[config.mk]
export PLATFORM = sky130hd
export DESIGN_NAME = pwm_bank
export DESIGN_NICKNAME = d
export VERILOG_FILES = /design/src/rtl/pwm_bank.sv
export SDC_FILE = /design/constraint.sdc
export NUM_CORES = 2
export LEC_CHECK = 0
export CAP_MARGIN = 15
export CORE_ASPECT_RATIO = 1.25
export CORE_UTILIZATION = 35
export CTS_CLUSTER_DIAMETER = 150
export DETAILED_ROUTE_END_ITERATION = 16
export PLACE_DENSITY = 0.59
export REMOVE_ABC_BUFFERS = 1
export SLEW_MARGIN = 20
export SYNTH_ARGS = -nofsm -noshare
export SYNTH_HDL_FRONTEND = slang
export SYNTH_SLANG_ARGS = --single-unit
[constraint.sdc]
create_clock -name clk -period 8.1 [get_ports clk]
set_input_delay 2.025 -clock clk [delete_from_list [all_inputs] [get_ports clk]]
set_output_delay 2.025 -clock clk [all_outputs]
set_load 0.02 [all_outputs]
[src/rtl/pwm_bank.sv]
// PWM bank: UDP frame parser loading per-channel shadow registers,
// with edge/center counters that take updates at period boundaries.
module pwm_bank #(
    parameter int         PWM_NUM      = 4,
    parameter int         CNT_W        = 28,
    parameter logic [7:0] ID_PWM_PARAM = 8'h00
) (
    input  logic               clk,
    input  logic               rst,
    input  logic [31:0]        rx_axis_udp_tdata,
    input  logic               rx_axis_udp_tvalid,
    input  logic               rx_axis_udp_tlast,
    input  logic               pwm_sync,
    output logic               cfg_ack,
    output logic               cfg_err,
    output logic [PWM_NUM-1:0] pwm
);

    typedef enum logic [2:0] {W0, W1, W2, W3, DROP} state_t;

    localparam logic [CNT_W-1:0] ONE  = CNT_W'(1);
    localparam logic [8:0]       NUM9 = 9'(PWM_NUM);

    state_t           state, state_nx;
    logic             drop_err, drop_err_nx;
    logic             ack_nx, err_nx, commit;
    logic [7:0]       f_ch;
    logic             f_en, f_mode, f_inv;
    logic [CNT_W-1:0] f_per, f_hl, word_val;
    logic             id_hit, ch_ok, bcast;
    logic             unused_bits;

    assign word_val    = rx_axis_udp_tdata[CNT_W-1:0];
    assign id_hit      = rx_axis_udp_tdata[31:24] == ID_PWM_PARAM;
    assign bcast       = f_ch == 8'hFF;
    assign ch_ok       = bcast || ({1'b0, f_ch} < NUM9);
    assign unused_bits = ^{rx_axis_udp_tdata[15:11], rx_axis_udp_tdata[7:0]};

    // Phase folded into range with a single conditional subtraction.
    function automatic logic [CNT_W-1:0] ph_mod(
        input logic [CNT_W-1:0] ph,
        input logic [CNT_W-1:0] per
    );
        logic [CNT_W-1:0] r;
        r = ph;
        if (r >= per) r = r - per;
        if (r >= per) r = '0;
        return r;
    endfunction

    always_comb begin
        state_nx    = state;
        drop_err_nx = drop_err;
        ack_nx      = 1'b0;
        err_nx      = 1'b0;
        commit      = 1'b0;
        if (rx_axis_udp_tvalid) begin
            unique case (state)
                W0: begin
                    drop_err_nx = 1'b0;
                    if (!id_hit)
                        state_nx = rx_axis_udp_tlast ? W0 : DROP;
                    else if (rx_axis_udp_tlast)
                        err_nx = 1'b1;
                    else
                        state_nx = W1;
                end
                W1, W2: begin
                    if (rx_axis_udp_tlast) begin
                        err_nx   = 1'b1;
                        state_nx = W0;
                    end else begin
                        state_nx = (state == W1) ? W2 : W3;
                    end
                end
                W3: begin
                    if (rx_axis_udp_tlast) begin
                        state_nx = W0;
                        commit   = ch_ok;
                        ack_nx   = ch_ok;
                        err_nx   = !ch_ok;
                    end else begin
                        state_nx    = DROP;
                        drop_err_nx = 1'b1;
                    end
                end
                DROP: begin
                    if (rx_axis_udp_tlast) begin
                        state_nx    = W0;
                        err_nx      = drop_err;
                        drop_err_nx = 1'b0;
                    end
                end
                default: state_nx = W0;
            endcase
        end
    end

    always_ff @(posedge clk or negedge rst) begin
        if (!rst) begin
            state    <= W0;
            drop_err <= 1'b0;
            cfg_ack  <= 1'b0;
            cfg_err  <= 1'b0;
        end else begin
            state    <= state_nx;
            drop_err <= drop_err_nx;
            cfg_ack  <= ack_nx;
            cfg_err  <= err_nx;
        end
    end

    always_ff @(posedge clk or negedge rst) begin
        if (!rst) begin
            f_ch   <= '0;
            f_en   <= 1'b0;
            f_mode <= 1'b0;
            f_inv  <= 1'b0;
            f_per  <= '0;
            f_hl   <= '0;
        end else if (rx_axis_udp_tvalid) begin
            if (state == W0) begin
                f_ch   <= rx_axis_udp_tdata[23:16];
                f_en   <= rx_axis_udp_tdata[8];
                f_mode <= rx_axis_udp_tdata[9];
                f_inv  <= rx_axis_udp_tdata[10];
            end
            if (state == W1) f_per <= word_val;
            if (state == W2) f_hl  <= word_val;
        end
    end

    for (genvar i = 0; i < PWM_NUM; i++) begin : g_ch
        logic             s_en, s_mode, s_inv;
        logic [CNT_W-1:0] s_per, s_hl, s_ph;
        logic             a_en, a_mode, a_inv;
        logic [CNT_W-1:0] a_per, a_hl, a_ph;
        logic [CNT_W-1:0] cnt;
        logic             dn, pend, pwm_q;
        logic             wr, run, bnd, apply;

        assign wr    = commit && (bcast || f_ch == 8'(i));
        assign run   = a_en && (a_per != '0);
        assign bnd   = a_mode ? (dn && cnt == '0) : (cnt == a_per - ONE);
        assign apply = pend && (!run || bnd || pwm_sync);
        assign pwm[i] = pwm_q;

        always_ff @(posedge clk or negedge rst) begin
            if (!rst) begin
                s_en   <= 1'b0;
                s_mode <= 1'b0;
                s_inv  <= 1'b0;
                s_per  <= '0;
                s_hl   <= '0;
                s_ph   <= '0;
                a_en   <= 1'b0;
                a_mode <= 1'b0;
                a_inv  <= 1'b0;
                a_per  <= '0;
                a_hl   <= '0;
                a_ph   <= '0;
                cnt    <= '0;
                dn     <= 1'b0;
                pend   <= 1'b0;
                pwm_q  <= 1'b0;
            end else begin
                if (wr) begin
                    s_en   <= f_en;
                    s_mode <= f_mode;
                    s_inv  <= f_inv;
                    s_per  <= f_per;
                    s_hl   <= f_hl;
                    s_ph   <= word_val;
                end
                // Compare uses the settings active this cycle.
                pwm_q <= run && ((cnt < a_hl) ^ a_inv);
                pend  <= wr || (pend && !apply);
                if (apply) begin
                    a_en   <= s_en;
                    a_mode <= s_mode;
                    a_inv  <= s_inv;
                    a_per  <= s_per;
                    a_hl   <= s_hl;
                    a_ph   <= s_ph;
                    cnt    <= (s_en && s_per != '0) ? ph_mod(s_ph, s_per) : '0;
                    dn     <= 1'b0;
                end else if (!run) begin
                    cnt <= '0;
                    dn  <= 1'b0;
                end else if (pwm_sync) begin
                    cnt <= ph_mod(a_ph, a_per);
                    dn  <= 1'b0;
                end else if (!a_mode) begin
                    cnt <= (cnt == a_per - ONE) ? '0 : cnt + ONE;
                end else if (!dn) begin
                    if (cnt == a_per - ONE) dn <= 1'b1;
                    else cnt <= cnt + ONE;
                end else begin
                    if (cnt == '0) dn <= 1'b0;
                    else cnt <= cnt - ONE;
                end
            end
        end
    end

endmodule

* After elaboration in Yosys (flattened, before gate mapping) *
Index checks and enable logic that the tools add are counted.

cells by class
  mux-type cells = 119
  bitwise gates (word level) = 4
  equality and inequality tests = 27
  $lt $le $gt $ge = 21
  reductions and logical operators = 80
  add/subtract/negate cells = 20

operator list
  kind                                                                           count
  28-bit 2-to-1 mux                                                              68
  28-bit >= comparator                                                           16
  28-bit nonzero test                                                            8
  28-bit by 1-bit subtractor with 28-bit output (second input constant)          8
  28-bit subtractor                                                              8
  28-bit by 1-bit adder with 28-bit output (second input constant)               4
  28-bit == test                                                                 4
  28-bit logical NOT                                                             4
  28-bit less-than comparator                                                    4
  6-bit != test (second input constant)                                          8
  1-bit 2-to-1 mux                                                               43
  1-bit logical AND                                                              28
  1-bit logical OR                                                               17
  8-bit by 2-bit == test with 1-bit output (second input constant)               2
  8-bit logical NOT                                                              2
  4-bit by 3-bit != test with 1-bit output (second input constant)               4
  2-bit AND reduction                                                            7
  3-bit 2-to-1 mux                                                               4
  3-bit one-hot mux with 4 select lines                                          1
  1-bit logical NOT                                                              9
  8-bit by 1-bit == test with 1-bit output (second input constant)               1
  8-bit == test (second input constant)                                          1
  8-bit by 3-bit less-than comparator with 1-bit output (second input constant)  1
  3-bit by 2-bit == test with 1-bit output (second input constant)               2
  13 further kinds                                                               17

storage, ports and cells
  flip-flop bits (word level) = 893

* Logic depth before layout (Yosys ltp) *
  depth after elaboration = 12
  mapped depth = 29
  depth with buffers taken out = 25

* Least setup slack after synthesis *
No wires, ideal clock.

  kind = reg-to-reg
  from = reg g_ch[0].s_ph[0]
  to = reg g_ch[0].cnt[21]
  slack = 2.323 ns
  data arrival time = 5.692 ns
  library setup time = 0.086 ns
  stages on the path, launching flop included = 27
  path buffers = 3
  path through = dfrtp_1 inv_1 ha_1 inv_1 fa_1 a21o_1 a21oi_1 o21ai_0 a221o_1 a2111o_1 a21oi_1 o21ba_2 clkbuf_1 clkbuf_1 o21ai_0 ha_1 a21o_1 a21o_1 a21oi_1 nor2_1 a2111oi_0 a21oi_1 a2111o_1 inv_2 buf_2 nand2_1 a32oi_1

on the way
  longest elaborated chain between the ends = 7
  elaborated cells between the ends (all ways) = 8
  classes of those cells = add/sub: 1; order compare: 2; mux: 5

ends and longest elaborated chain
  element                                                    line  RTL
  start, declared                                            135   logic [CNT_W-1:0] s_per, s_hl, s_ph;
  start signal, assigned                                     173   s_ph <= word_val;
  28-bit subtractor or 28-bit >= comparator (tied branches)  46    if (r >= per) r = r - per;
  28-bit 2-to-1 mux (*)                                      46
  28-bit 2-to-1 mux (*)                                      178   if (apply) begin
  28-bit >= comparator                                       47    if (r >= per) r = '0;
  28-bit 2-to-1 mux (*)                                      47
  28-bit 2-to-1 mux (*)                                      185   cnt <= (s_en && s_per != '0) ? ph_mod(s_ph, s_per) : '0;
  28-bit 2-to-1 mux (*)                                      178
  end signal, assigned                                       185
  end signal, assigned                                       191   cnt <= ph_mod(a_ph, a_per);
  end signal, assigned                                       194   cnt <= (cnt == a_per - ONE) ? '0 : cnt + ONE;
  end, declared                                              138   logic [CNT_W-1:0] cnt;

Every way passes the cells marked *; elsewhere a longest branch is shown, timed or not. The select of a mux whose other input is x is not followed.
A chain may end at the register's enable or synchronous reset.

* Worst setup path in the final report *
  from = reg g_ch[1].a_per[2]
  to = reg g_ch[1].cnt[14]

on the way
  longest elaborated chain between the ends = 10
  elaborated cells between the ends (all ways) = 25
  classes of those cells = add/sub: 2; order compare: 2; eq/ne: 3; mux: 11; reduce/logical: 7

ends and longest elaborated chain
  element                                                    line  RTL
  start, declared                                            137   logic [CNT_W-1:0] a_per, a_hl, a_ph;
  start signal, assigned                                     182   a_per <= s_per;
  28-bit subtractor or 28-bit >= comparator (tied branches)  46
  28-bit 2-to-1 mux                                          46
  28-bit 2-to-1 mux                                          190   end else if (pwm_sync) begin
  28-bit 2-to-1 mux                                          187   end else if (!run) begin
  28-bit 2-to-1 mux                                          178
  28-bit >= comparator                                       47
  28-bit 2-to-1 mux                                          47
  28-bit 2-to-1 mux                                          190
  28-bit 2-to-1 mux                                          187
  28-bit 2-to-1 mux                                          178
  end signal, assigned                                       185
  end signal, assigned                                       191
  end signal, assigned                                       194
  end, declared                                              138

Parallel ways exist; a longest one is shown, timed or not. The select of a mux whose other input is x is not followed.

==> metrics.md <==
| Metric | Value |
|---|---|
| Worst-Skew Late Latency | 720 ps |
| Seq cells post-synth | 893 |
| Max-slew violation count | 0 |
| Reg clk slew, reported paths | 70 ps |
| RSZ-0062 raised after global routing | false |
| Clk buf depth | 3 |
| Vias in the first global route | 55.19k |
| Routability cong. | 1.008 |
| Crit end category | flip-flop |
| WS Path Type | reg -> reg |
| EDFF count, synth | 0 |
| 1st-iter DRT viols | 5,520 |
| Fmax | 137.2 MHz |
| Unique masters post-synth | 100 |
| Post-CTS Setup Bufs | 0 |
| Drt wl/cell | 24.55 um |
| Clk sinks | 893 |
| Placed wire-length estimate | 184,200 um |
| Vias | 56.73k |
| Crit path required time | 8730 ps |
| Slew margin rel. | 23.30% |
| Initial core utilization | 35.38% |
| R2R Path Start | g_ch[1].a_per[2]$_DFFE_PN0P_ |
| Final Util | 38.67% |
| Area grow syn2layout | 9.295% |
| Final worst path period share | 90.01% |
| Cell count of the worst hold path | 2 |
| Post-synthesis compound-gate area fraction | 17.46% |
| Peak fanout along the critical path | 21 |
| Die H | 487.7 um |
| Dpl cells | 9,554 |
| CTS hold repair buffers | 0 |
| Hold path startpoint | g_ch[2].s_inv$_DFFE_PN0P_ |
| Most used cell, CP | o21ai_0 |
| Top Ports | 43 |
| Global route total overflow | 0 |
| Share of layout cells above drive strength 1 | 13.47% |
| Yosys warnings | 0 |
| Pwr Total | 0.009474 W |
| Non-Filler Instances | 9,727 |
| Die area | 190,500 um^2 |
| Commonest non-fill, non-tap cell in the layout | dfrtp_1 |
| GRT Total Usage | 24.67% |
| Reg2reg end | g_ch[1].cnt[14]$_DFFE_PN0P_ |
| CP bufs+invs | 2 |
| Die X | 390.6 um |
| R2R setup slack | 810 ps |
| Final setup viols | 0 |
| Adder-Cell Fraction of Synth Area | 11.08% |
| Power Density | 131.2 nW/um^2 |
| Main synth FF type | dfrtp_1 |
| Max-cap viol count | 0 |
| Final nets | 7,757 |
| CTS tree | built |
| IO Port Bufs | 42 |
| Hold EP | g_ch[2].a_inv$_DFFE_PN0P_ |
| Mapped cell area | 66,050 um^2 |
| Post-synthesis simple-gate area fraction | 15.83% |
| Leakage power | 33.86 nW |
| Hold WC Path Type | reg -> reg |
| # rows | 177 |
| VDD IR max | 168.1 uV |
| Reg2reg path depth | 21 |
| Sequential area share after synthesis | 33.83% |
| Fin Clk Skew | 18.76 ps |
| First-pass GRT wire length | 355,300 um |
| Slowest-stage cell, CP | nor2_2 |
| Vias per cell | 5.832 |
| Critical path startpoint category | flip-flop |
| Worst slew pin tran | 1147 ps |
| Initial antenna violation count | 16 |
| Drt pass-1 iters | 7 |
| Delay-heaviest family, CP | compound AO/OA/AOI/OAI gates |
| Xor and xnor area share after synthesis | 5.635% |
| Asr flop ratio synth | 100.0% |
| Post-Synthesis Cells | 7,278 |
| Most frequent cells in the layout | dfrtp_1, nand2_1, mux2_2 |
| Critical path's largest stage delay | 730 ps |
| Critical Path, Cell by Cell | inv_1 -> ha_1 -> nor2b_1 -> o31a_1 -> o22ai_1 -> o21ai_0 -> o211a_1 -> nor2_2 -> o21ai_0 -> ha_1 -> a2111oi_0 -> o21ai_0 -> a31o_2 -> a221o_1 -> a21oi_1 -> and2_1 -> buf_4 -> nand2_1 -> o21ai_0 -> a22oi_1 -> a21oi_1 |
| Routed wire length | 238,800 um |
| Final hold vios | 0 |
| Mux cell area share after synthesis | 11.48% |
| TritonCTS Buffers | 89 |
| Largest family of logic cells by synthesized area | compound AO/OA/AOI/OAI gates |
| Max H-tree Level | 3 |
| Core area | 186,700 um^2 |
| Status | finished, final reports clean |
| Largest net degree at the start of global routing | 170 |
| Post-layout min period | 7291 ps |
| DRC errors left | 0 |
| Critical Path AT | 7920 ps |
| Syn_area_per_cell | 9.076 um^2 |
| Root buf cell | clkbuf_16 |
| Post-CTS sizing | 0 |
| ANT nets after route | 0 |
## state kept, by name, indices dropped and copies added, names as in the netlist, 3 cells and up
register and cells:
g_ch.pend 4, g_ch.a_mode 4, f_hl 28, g_ch.a_per 112, g_ch.s_hl 112, g_ch.s_mode 4
f_per 28, g_ch.dn 4, g_ch.s_inv 4, f_ch 8, g_ch.s_ph 112, g_ch.cnt 112
g_ch.a_inv 4, g_ch.pwm_q 4, g_ch.s_en 4, g_ch.a_en 4, g_ch.s_per 112, g_ch.a_ph 112
state 3, g_ch.a_hl 112
## per-layer routing
layer	global-route usage (%)	wire length (um)	vias to the layer above
li1	-	-	26201
met1	30.80	98450	27900
met2	41.11	112600	2031
met3	2.404	12170	592
met4	14.83	15560	4
met5	0	27	-
## per-stage QoR
stage               worst slack [ps]  setup TNS, ps  area [um^2]  hold WS, ps
floorplan                     -157.3          -3518        64650        433.1
global placement               952.5              0        69020        451.7
detailed placement             844.5              0        69020        456.7
CTS                            804.8              0        72130        471.4
global route                   366.1              0        72170        508.7
finish                         809.4              0        72190        472.5
## synth_stat cells, drive strengths merged (15+ instances only)
master	instances	area, um^2
a211o	25	219.0
a211oi	60	450.4
a21boi	15	116.4
a21o	134	1006
a21oi	414	2072
a221o	42	420.4
a221oi	24	210.2
a22oi	57	427.9
a31oi	69	446.7
a41oi	18	157.7
and2	56	350.3
and3	61	381.6
and4	18	157.7
buf	65	324.1
clkbuf	287	1079
dfrtp	893	22350
ha	572	7157
inv	452	1697
mux2	657	7398
mux2i	16	160.2
nand2	681	2556
nand2b	68	425.4
nand3	153	765.7
nand3b	17	127.6
nand4	146	928.4
nor2	424	1592
nor2b	65	406.6
nor3	153	782.0
nor3b	19	168.9
nor4	115	762.0
o2111ai	16	140.1
o211ai	37	277.8
o21a	70	525.5
o21ai	501	2507
o21bai	29	217.7
o22ai	30	187.7
o2bb2ai	37	324.1
o31ai	51	382.9
or2	24	150.1
or3	35	219.0
or4	45	341.6
xnor2	263	2303
xor2	162	1419
## tightest hold or removal path, delay by kind of cell (launching register included)
kind             cells  cell delay (ps)
DFF                  1              340
and+or+nand+nor      2              100
## logic make-up after synthesis
group | Yosys count
compound gates | 1784
xor+xnor | 425
mux | 674
flops | 893
simple gates | 2117
buf+inv | 805
fa+ha+maj | 580
## cell type report
type	instances	area (um^2)
fillers	18560	114500
repair buffers	123	1130
clock buffers	117	2465
flip-flops and latches	893	22350
well taps	2506	3136
clock inverters	45	649.4
diodes	10	25.02
inverters	453	1700
multi-input cells	5580	40740
## worst max path at each step
stage | slack, ps | endpoint | start | cells past startpoint
final | 810 | g_ch[1].cnt[14]$_DFFE_PN0P_ | g_ch[1].a_per[2]$_DFFE_PN0P_ | 21
after global routing | 370 | g_ch[1].cnt[14]$_DFFE_PN0P_ | g_ch[1].a_per[2]$_DFFE_PN0P_ | 21
after CTS | 800 | g_ch[1].cnt[14]$_DFFE_PN0P_ | g_ch[1].a_per[2]$_DFFE_PN0P_ | 21
after global placement | 950 | g_ch[1].cnt[24]$_DFFE_PN0P_ | g_ch[1].a_per[2]$_DFFE_PN0P_ | 21
after detailed placement | 840 | g_ch[1].cnt[14]$_DFFE_PN0P_ | g_ch[1].a_per[2]$_DFFE_PN0P_ | 21
after floorplan | -160 | g_ch[1].cnt[16]$_DFFE_PN0P_ | g_ch[1].a_per[1]$_DFFE_PN0P_ | 12
## power breakdown
group	internal [W]	leakage [nW]	switching [W]
logic	0.0000751	19.9	0.000208
clock network	0.00258	1.51	0.00199
registers	0.00449	12.4	0.000126
total	0.00715	33.9	0.00233
No activity file was read; power rests on OpenSTA's default activity.
